==> config.mk <==
export PLATFORM = sky130hd
export DESIGN_NAME = float_argmax_seq_flat
export DESIGN_NICKNAME = d
export VERILOG_FILES = /design/src/rtl/nn_float_pkg.sv /design/src/rtl/float_argmax_seq_if.sv /design/src/rtl/float_gt.sv /design/src/rtl/float_argmax_seq.sv /design/src/flat_wrapper.sv
export SDC_FILE = /design/constraint.sdc
export NUM_CORES = 1
export LEC_CHECK = 0
export CAP_MARGIN = 10
export CORE_AREA = 4 4 202 204
export CTS_CLUSTER_SIZE = 30
export DETAILED_ROUTE_END_ITERATION = 6
export DIE_AREA = 0 0 206 208
export MAX_ROUTING_LAYER = met4
export PLACE_DENSITY = 0.68
export SLEW_MARGIN = 25
export SYNTH_ARGS = -nofsm -noshare
export SYNTH_HDL_FRONTEND = slang
export SYNTH_SLANG_ARGS = --single-unit
==> constraint.sdc <==
create_clock -name clk -period 12.4 [get_ports clk]
set_clock_uncertainty 0.2 [all_clocks]
set_input_delay 2.48 -clock clk [delete_from_list [all_inputs] [get_ports clk]]
set_output_delay 2.48 -clock clk [all_outputs]
set_load 0.02 [all_outputs]
==> src/rtl/nn_float_pkg.sv <==
// Shared float32 helpers for the NN output stage: FSM state type, bit-pattern
// constants, NaN test and the monotonic ordering key used by comparators.
package nn_float_pkg;

    typedef enum logic [1:0] {
        ST_IDLE,
        ST_SCAN,
        ST_DONE
    } argmax_state_t;

    localparam logic [31:0] FP_POS_ZERO = 32'h0000_0000;
    localparam logic [31:0] FP_NEG_ZERO = 32'h8000_0000;
    localparam logic [31:0] FP_EXP_MASK = 32'h7F80_0000;
    localparam logic [31:0] FP_QNAN     = 32'h7FC0_0000;

    function automatic logic fp_is_nan(input logic [31:0] x);
        return ((x & FP_EXP_MASK) == FP_EXP_MASK) && (x[22:0] != 23'd0);
    endfunction

    // Unsigned order of the key matches numeric order; -0 folds onto +0.
    function automatic logic [31:0] fp_key(input logic [31:0] x);
        logic [31:0] v;
        v = (x == FP_NEG_ZERO) ? FP_POS_ZERO : x;
        return v[31] ? ~v : (v ^ 32'h8000_0000);
    endfunction

endpackage

==> src/rtl/float_argmax_seq_if.sv <==
// Start/done handshake bundle for float_argmax_seq: packed input vector,
// start request, and the busy/done/index/max_val result side.
interface float_argmax_seq_if #(
    parameter int SIZE  = 15,
    parameter int IDX_W = 4
);
    logic [32*SIZE-1:0] in;
    logic               start;
    logic               busy;
    logic               done;
    logic [IDX_W-1:0]   index;
    logic [31:0]        max_val;

    modport master (output in, start, input busy, done, index, max_val);
    modport slave  (input in, start, output busy, done, index, max_val);
endinterface

==> src/rtl/float_gt.sv <==
// Combinational float32 a > b: NaN never wins, a NaN b loses to any number,
// -0 equals +0, infinities order normally.
module float_gt
    import nn_float_pkg::*;
(
    input  logic [31:0] a,
    input  logic [31:0] b,
    output logic        gt
);

    always_comb begin
        gt = 1'b0;
        if (fp_is_nan(a)) begin
            gt = 1'b0;
        end else if (fp_is_nan(b)) begin
            gt = 1'b1;
        end else begin
            gt = fp_key(a) > fp_key(b);
        end
    end

endmodule

==> src/rtl/float_argmax_seq.sv <==
// Sequential float32 argmax, one element per clock behind start/done.
// Define ARGMAX_INPUT_REG_EN to snapshot `in` on the accepting edge.
module float_argmax_seq
    import nn_float_pkg::*;
#(
    parameter int SIZE  = 15,
    parameter int IDX_W = 4
) (
    input  logic                 clk,
    input  logic                 rst,
    float_argmax_seq_if.slave    bus
);

    localparam int CNT_W = $clog2(SIZE) + 1;

    argmax_state_t      state, next;
    logic [CNT_W-1:0]   counter;
    logic [31:0]        cand, cand_nxt;
    logic [IDX_W-1:0]   cand_idx, idx_nxt;
    logic [31:0]        elem;
    logic               elem_gt;
    logic               accept, step, last, load_out;
    logic [32*SIZE-1:0] src;

`ifdef ARGMAX_INPUT_REG_EN
    logic [32*SIZE-1:0] snap;

    always_ff @(posedge clk) begin
        if (accept) begin
            snap <= bus.in;
        end
    end

    assign src = snap;
`else
    assign src = bus.in;
`endif

    always_comb begin
        elem = '0;
        for (int unsigned i = 0; i < SIZE; i++) begin
            if (CNT_W'(i) == counter) begin
                elem = src[32*i +: 32];
            end
        end
    end

    float_gt u_gt (
        .a  (elem),
        .b  (cand),
        .gt (elem_gt)
    );

    assign last = (counter == CNT_W'(SIZE - 1));

    always_comb begin
        next     = state;
        bus.busy = 1'b0;
        bus.done = 1'b0;
        accept   = 1'b0;
        step     = 1'b0;
        case (state)
            ST_IDLE: accept = bus.start;
            ST_SCAN: begin
                bus.busy = 1'b1;
                step     = 1'b1;
                next     = last ? ST_DONE : ST_SCAN;
            end
            ST_DONE: begin
                bus.done = 1'b1;
                accept   = bus.start;
                next     = ST_IDLE;
            end
            default: next = ST_IDLE;
        endcase
        if (accept) begin
            next = (SIZE > 1) ? ST_SCAN : ST_DONE;
        end
    end

    // The final comparison and the result load share one edge, so the
    // result registers take the next-candidate values directly.
    always_comb begin
        cand_nxt = cand;
        idx_nxt  = cand_idx;
        if (accept) begin
            cand_nxt = bus.in[31:0];
            idx_nxt  = '0;
        end else if (step && elem_gt) begin
            cand_nxt = elem;
            idx_nxt  = IDX_W'(counter);
        end
        load_out = (next == ST_DONE) && (accept || step);
    end

    always_ff @(posedge clk) begin
        if (rst) begin
            state       <= ST_IDLE;
            counter     <= '0;
            cand        <= '0;
            cand_idx    <= '0;
            bus.index   <= '0;
            bus.max_val <= '0;
        end else begin
            state    <= next;
            cand     <= cand_nxt;
            cand_idx <= idx_nxt;
            if (accept) begin
                counter <= CNT_W'(1);
            end else if (step) begin
                counter <= counter + CNT_W'(1);
            end
            if (load_out) begin
                bus.index   <= idx_nxt;
                bus.max_val <= cand_nxt;
            end
        end
    end

endmodule
==> src/flat_wrapper.sv <==
// flat-port wrapper written by rule: the top's interface ports become plain ports
module float_argmax_seq_flat import nn_float_pkg::*;
#(
    parameter int SIZE  = 15,
    parameter int IDX_W = 4
)
  (clk, rst, bus_in, bus_start, bus_busy, bus_done, bus_index, bus_max_val);
  float_argmax_seq_if #(.SIZE(SIZE), .IDX_W(IDX_W)) bus_i ();
  input  logic clk;
  input  logic rst;
  input wire logic [$bits(bus_i.in)-1:0] bus_in;
  input wire logic [$bits(bus_i.start)-1:0] bus_start;
  output wire logic [$bits(bus_i.busy)-1:0] bus_busy;
  output wire logic [$bits(bus_i.done)-1:0] bus_done;
  output wire logic [$bits(bus_i.index)-1:0] bus_index;
  output wire logic [$bits(bus_i.max_val)-1:0] bus_max_val;
  assign bus_i.in = bus_in;
  assign bus_i.start = bus_start;
  assign bus_busy = bus_i.busy;
  assign bus_done = bus_i.done;
  assign bus_index = bus_i.index;
  assign bus_max_val = bus_i.max_val;
  float_argmax_seq #(.SIZE(SIZE), .IDX_W(IDX_W)) u_core (.clk(clk), .rst(rst), .bus(bus_i));
endmodule
==> results.toml, run 1 <==
[critical_path]
cp.arrival_ns = 9.55
worstPathRequired_ns = 12.45
crit_path_start_kind = "primary input"
critPathCaptureType = "register"
worstSetupPathType = "in2reg"
r2r_end = "u_core.cand[16]"
crit_path_cell_trace = "clkdlybuf4s50_1 -> a21oi_1 -> a2bb2oi_1 -> a221oi_1 -> nor4_1 -> o32ai_4 -> nand4bb_1 -> or4_1 -> nor4b_4 -> buf_4 -> or2_0 -> xnor2_1 -> ha_1 -> or4_1 -> a221oi_1 -> o21ai_0 -> o21ai_0 -> o21ai_0 -> a2111oi_0 -> or3_2 -> nor2_2 -> a2111oi_2"
crit_top_cell = "o21ai_0"
r2r_slack_ns = 3.00
worst-path-buf-inv = 2
critPathMaxStageDelay_ns = 0.64
slowest_stage = "or3_2"
rr_startpoint = "u_core.counter[0]"
path_delay_family = "compound AO/OA/AOI/OAI gates"
reg2regPathDepth = 25
crit_fanout = 30

[timing]
setup_viol_count_final = 0
fmax_ghz = 0.105
drv_slew = 0
rsz0062_at_grt = "no"
hold_viol = 0
hold_ws_ns = 0.245
timing.setup.tns_ns = 0
worst_pin_slew_ns = 1.13
maxSlewHeadroom_pct = 24.6
min_period_over_period_pct = 76.6
fin_crit_ns = 9.50

[routing]
wl_per_cell_um = 34.1
drtIter0Drc = 2136
first_pass_iters = 6
routed_wl_um = 85600
drc = 0
via_per_inst = 6.42
vias = 16112
antenna_left = 0

[grt]
grt_pass1_vias = 15868
grtUsageMet1_pct = 47.4
grt-busiest-layer = "met2"
antenna_found_initial = 17
track_usage_pct = 38.4
grt_util_met2_pct = 57.1
grt_max_degree = 70
grtUsageMet3_pct = 9.54
gr-total-overflow = 0
grt_pass1_wl_um = 117000

[clock_network]
clock_path_buffers = 2
cts-root-buf = "clkbuf_16"
hold_buffers = 0
clk_pin_slew_ns = 0.07
cts_buffers = 9
cts_tree = "built"
clock_sinks = 79
cts_resized = 0
post-cts-setup-buffers = 0
h-tree-depth = 3
worstSkewPairLatency_ns = 0.36

[placed_design]
dp_cells = 2474
io_buffers = 520
dp_hpwl_um = 65800
place.gp.congestion = 0.999

[die]
fp.dieH_um = 208
io_pins = 521
coreArea_um2 = 39300
die_w_um = 206
rows = 73
initial_core_util_pct = 28.2
die_area_um2 = 42800

[min_path]
hold_depth = 2
min_from = "u_core.bus.max_val[6]"
hp-class = "reg2reg"
min_to = "u_core.bus.max_val[6]"

[layout]
layout.cells.non_filler = 2508
finish.utilization_pct = 43.1
drive_gt1_share_pct = 7.68
synthToLayoutAreaGrowth_pct = 52.6
finalNetCount = 2480
fillers = 4042

[synth]
ys_seq_area_share_pct = 14.3
yosys-top-cells-area = "dfxtp_1 (14%), a21oi_1 (5.4%), nor2_1 (5.2%), nand2_1 (5.2%), o21ai_0 (5.1%)"
yosysUniqueCellTypes = 108
ys_async_sr_fraction_pct = 0
synth_area_leader_cell = "dfxtp_1"
yosysTopAreaCellShare_pct = 14.3
syn-num-nets = 2058
ys_seq_elements = 79
synth-edff-count = 0
yosys_warnings = 0
postSynthCellCount = 1539
yosys.cell_count.top_type = "nor2_1"
synthesis.area_um2 = 11100
avgSynthCellArea_um2 = 7.20
ys.flop_type = "dfxtp_1"
synth_common_cells = "nor2_1 (154), nand2_1 (153), a21oi_1 (119), o21ai_0 (113), dfxtp_1 (79)"

[flow_run]
drv_cap = 0

[outcome]
status = "complete, no violations"

[pwr]
cellLeakagePower_nw = 5.84
p_total_mw = 1.36
irDropWorstVdd_mv = 0.0709
power_density_nw_per_um2 = 80.6
## placed cells by master, fill, tap and decap left out, drive strengths merged, types with 16 or more instances in the layout
cell type	synthesis	layout
a211oi	38	38
a21oi	119	119
a221oi	39	39
a22oi	16	16
a31oi	26	26
buf	109	52
clkdlybuf4s50	0	519
dfxtp	79	79
diode	0	17
ha	36	36
inv	14	16
nand2	155	155
nand2b	27	27
nand3	27	27
nand3b	25	25
nor2	156	156
nor2b	18	18
nor3	21	21
o211ai	35	35
o21a	16	16
o21ai	121	121
o221ai	16	16
o22ai	35	35
o31ai	21	21
xnor2	25	25
xor2	38	38
## metal layers
layer / up-vias / share of wire [%] / wire (um)
met3: 312 / 11 / 9650
li1: 6787 / - / -
met4: 0 / 6.4 / 5470
met5: - / 0 / 0
met1: 7695 / 39 / 33300
met2: 1318 / 43 / 37200
## worst reg2reg max path, stage by stage, from the launching register on
cell and delay (ns):
dfxtp_1 0.42, inv_1 0.18, ha_2 0.66, buf_4 0.46, and4b_1 0.86, nand2_1 0.56, o22ai_1 0.38, o21ai_0 0.11
nor3b_1 0.17, buf_4 0.19, nand4bb_1 0.18, or4_1 0.60, nor4b_4 0.27, buf_4 0.39, or2_0 0.29, xnor2_1 0.11
ha_1 0.22, or4_1 0.50, a221oi_1 0.20, o21ai_0 0.13, o21ai_0 0.10, o21ai_0 0.15, a2111oi_0 0.59, or3_2 0.64
nor2_2 0.31, a2111oi_2 0.42
## flip-flops by register name, summed over array words and instances, names as in the netlist
register            count
u_core.bus.index        4
u_core.bus.max_val     32
u_core.cand            32
u_core.cand_idx         4
u_core.counter          5
u_core.state            2
## worst max-delay path by stage
| stage | slack (ns) | end | cells after the start | start |
|---|---|---|---|---|
| 2_1_floorplan | 4.55 | u_core.bus.max_val[30] | 23 | bus_in[308] |
| 3_3_place_gp | 2.20 | u_core.cand[5] | 22 | bus_in[18] |
| 3_5_place_dp | 2.33 | u_core.cand[16] | 22 | bus_in[38] |
| 4_1_cts | 2.66 | u_core.cand[16] | 22 | bus_in[38] |
| 5_1_grt | 2.58 | u_core.cand[1] | 22 | bus_in[38] |
| 6_report | 2.90 | u_core.cand[16] | 22 | bus_in[38] |
## cells by family (layout without fill, tap and decap cells)
group / after synthesis / after routing / share of synthesized area, %
simple gates: 540 / 540 / 26.0
xor+xnor: 63 / 63 / 4.98
buf+inv: 177 / 604 / 8.71
flops: 79 / 79 / 14.3
fa+ha+maj: 36 / 36 / 4.06
compound gates: 641 / 641 / 41.7
other cells: 0 / 17 / 0
mux: 3 / 3 / 0.271
## stage by stage
step | instance area (um2) | setup slack [ns]
3_5_place_dp | 16500 | 2.33
2_1_floorplan | 11100 | 4.55
4_1_cts | 16900 | 2.66
3_3_place_gp | 16500 | 2.20
5_1_grt | 16900 | 2.58
6_report | 16900 | 2.90
## cell type report
type	instances	area, um2	area share [%]
clock inverter	5	86.3	0.510
tap	525	657	3.88
antenna	17	42.5	0.251
sequential	79	1590	9.37
timing repair buffer	571	5580	33.0
inverter	17	63.8	0.377
clock buffer	11	253	1.49
multi-input combinational	1283	8650	51.1
## where the power goes
group | switching, mW | internal (mW) | leakage [nW]
clock | 0.118 | 0.189 | 0.167
sequential | 0.0266 | 0.271 | 0.645
combinational | 0.412 | 0.348 | 5.03
total | 0.557 | 0.808 | 5.84
No activity file was read; power rests on OpenSTA's default activity.
==> run 2, diff against run 1 <==
- CORE_AREA: 4 4 202 204 -> 4 4 201 203
- DIE_AREA: 0 0 206 208 -> 0 0 205 207
- PLACE_DENSITY: 0.68 -> 0.71
- clock period: 12.4 -> 8.4 ns (I/O delays scaled with it)
==> results.toml, run 2 (synthesis gave the netlist of run 1 again) <==
[outcome]
status = "complete, no violations"

[timing]
timing.setup.tns_ns = 0
setup_viol_count_final = 0
hold_viol = 0
fmax_ghz = 0.122
fin_crit_ns = 8.17
worst_pin_slew_ns = 1.11
hold_ws_ns = 0.253
maxSlewHeadroom_pct = 25.5
drv_slew = 0
rsz0062_at_grt = "no"
min_period_over_period_pct = 97.2

[clock_network]
clock_sinks = 79
worstSkewPairLatency_ns = 0.34
clock_path_buffers = 2
post-cts-setup-buffers = 0
cts_resized = 0
cts_buffers = 9
h-tree-depth = 3
clk_pin_slew_ns = 0.06
cts-root-buf = "clkbuf_16"
cts_tree = "built"
hold_buffers = 0

[critical_path]
worst-path-buf-inv = 5
crit_fanout = 15
crit_path_cell_trace = "clkdlybuf4s50_1 -> nand3b_1 -> a221oi_1 -> nor4_1 -> o31ai_1 -> nand2_1 -> nand3b_1 -> or4_1 -> nor4b_4 -> buf_4 -> buf_4 -> nor2_1 -> ha_1 -> or4_1 -> a221oi_1 -> o21ai_0 -> o21ai_0 -> o21ai_0 -> a2111oi_0 -> buf_4 -> or3_1 -> buf_4 -> nor2_1 -> a2111oi_0"
critPathMaxStageDelay_ns = 0.66
crit_path_start_kind = "primary input"
crit_top_cell = "buf_4"
r2r_end = "u_core.cand[27]"
worstPathRequired_ns = 8.38
worstSetupPathType = "in2reg"
rr_startpoint = "u_core.counter[0]"
reg2regPathDepth = 26
path_delay_family = "simple AND/OR/NAND/NOR gates"
slowest_stage = "or4_1"
r2r_slack_ns = 0.37
cp.arrival_ns = 8.15
critPathCaptureType = "register"

[die]
die_area_um2 = 42400
die_w_um = 205
rows = 72
fp.dieH_um = 207
initial_core_util_pct = 28.8
io_pins = 521
coreArea_um2 = 38500

[routing]
vias = 16295
drtIter0Drc = 2054
wl_per_cell_um = 32.6
routed_wl_um = 84200
first_pass_iters = 6
antenna_left = 0
drc = 0
via_per_inst = 6.30

[placed_design]
io_buffers = 520
dp_hpwl_um = 68400
place.gp.congestion = 1.03

[grt]
antenna_found_initial = 14
track_usage_pct = 38.3
grt_max_degree = 70
gr-total-overflow = 0
grt_pass1_wl_um = 117000
grt_pass1_vias = 16244

[min_path]
hold_depth = 2
hp-class = "reg2reg"
min_to = "u_core.bus.max_val[5]"
min_from = "u_core.bus.max_val[5]"

[layout]
drive_gt1_share_pct = 11.4
multiInputGateArea_um2 = 8630
reg_top3 = "u_core.bus.max_val: 32 flops, u_core.cand: 32 flops, u_core.counter: 5 flops"
final_cell_mix = "clkdlybuf4s50_1 (519), nand2_1 (153), nor2_1 (152)"
layout_commonest_cell = "clkdlybuf4s50_1"
synthToLayoutAreaGrowth_pct = 58.2
finalNetCount = 2568
area.sequential_um2 = 1590
fillers = 3900

[pwr]
irDropWorstVdd_mv = 0.115
power_density_nw_per_um2 = 116
cellLeakagePower_nw = 6.23

[flow_run]
drv_cap = 0
[run 2: cell count changes in the layout (fill, tap and decap cells not counted), moves of 2 or more]
cell        previous run  this run
a211oi_1              36        38
a211oi_2               2         0
diode_2               17        14
buf_12                 0         3
clkinvlp_4             0         2
clkbuf_8               2         0
buf_4                 51       136
[run 2: cell type report]
type                            count  area share (%)
Sequential cell                    79            9.04
Timing Repair Buffer              659            35.8
Tap cell                          518            3.70
Clock buffer                       10            1.31
Antenna cell                       14           0.200
Clock inverter                      6           0.385
Inverter                           17           0.364
Multi-Input combinational cell   1283            49.2
[run 2: per-stage QoR]
step	std cells	cell area [um2]	utilization (%)	setup slack (ns)	power [mW]
after global placement	2556	17200	44.7	0.0754	1.61
after detailed placement	2556	17200	44.7	0.117	1.62
after CTS	2572	17500	45.5	0.439	2.02
after floorplan	1539	11100	-	1.35	1.02
final	2586	17500	45.6	0.233	2.03
after global routing	2585	17500	45.6	0.112	2.14
[run 2: layer usage]
metal  track usage [%]  vias up  wire (um)  part of all wire, %
met1              48.6     7784      33500                   40
met2              58.5     1267      37100                   44
met5                 -        -          0                    0
li1                  -     6966          -                    -
met3              7.62      278       8690                   10
met4              18.2        0       4850                  5.8
[run 2: how the worst max path moves through the flow]
| stage | from | endpoint | depth (start not counted) |
|---|---|---|---|
| CTS | bus_in[14] | u_core.cand[27] | 24 |
| finish | bus_in[14] | u_core.cand[27] | 24 |
| global placement | bus_in[102] | u_core.bus.max_val[24] | 20 |
| floorplan | bus_in[308] | u_core.bus.max_val[30] | 23 |
| global route | bus_in[308] | u_core.cand[27] | 24 |
| detailed placement | bus_in[44] | u_core.cand[27] | 25 |
[run 2: report_power, final]
part           internal (mW)  leakage, nW  switching [mW]
Clock                  0.232        0.140           0.166
Combinational          0.576         5.45           0.620
Sequential             0.400        0.645          0.0398
Total                   1.21         6.23           0.826
[run 2: tightest hold or removal path, delay by kind of cell (launching register included)]
kind | cells | cell delay, ns
and+or+nand+nor | 1 | 0.05
DFF | 1 | 0.31
AOI/OAI and AO/OA | 1 | 0.05
==> run 3, diff against run 2 <==
- SKIP_LAST_GASP: default -> 1
==> results of run 3 <==
The final DEF is identical to that of run 2; final timing and power are the same.
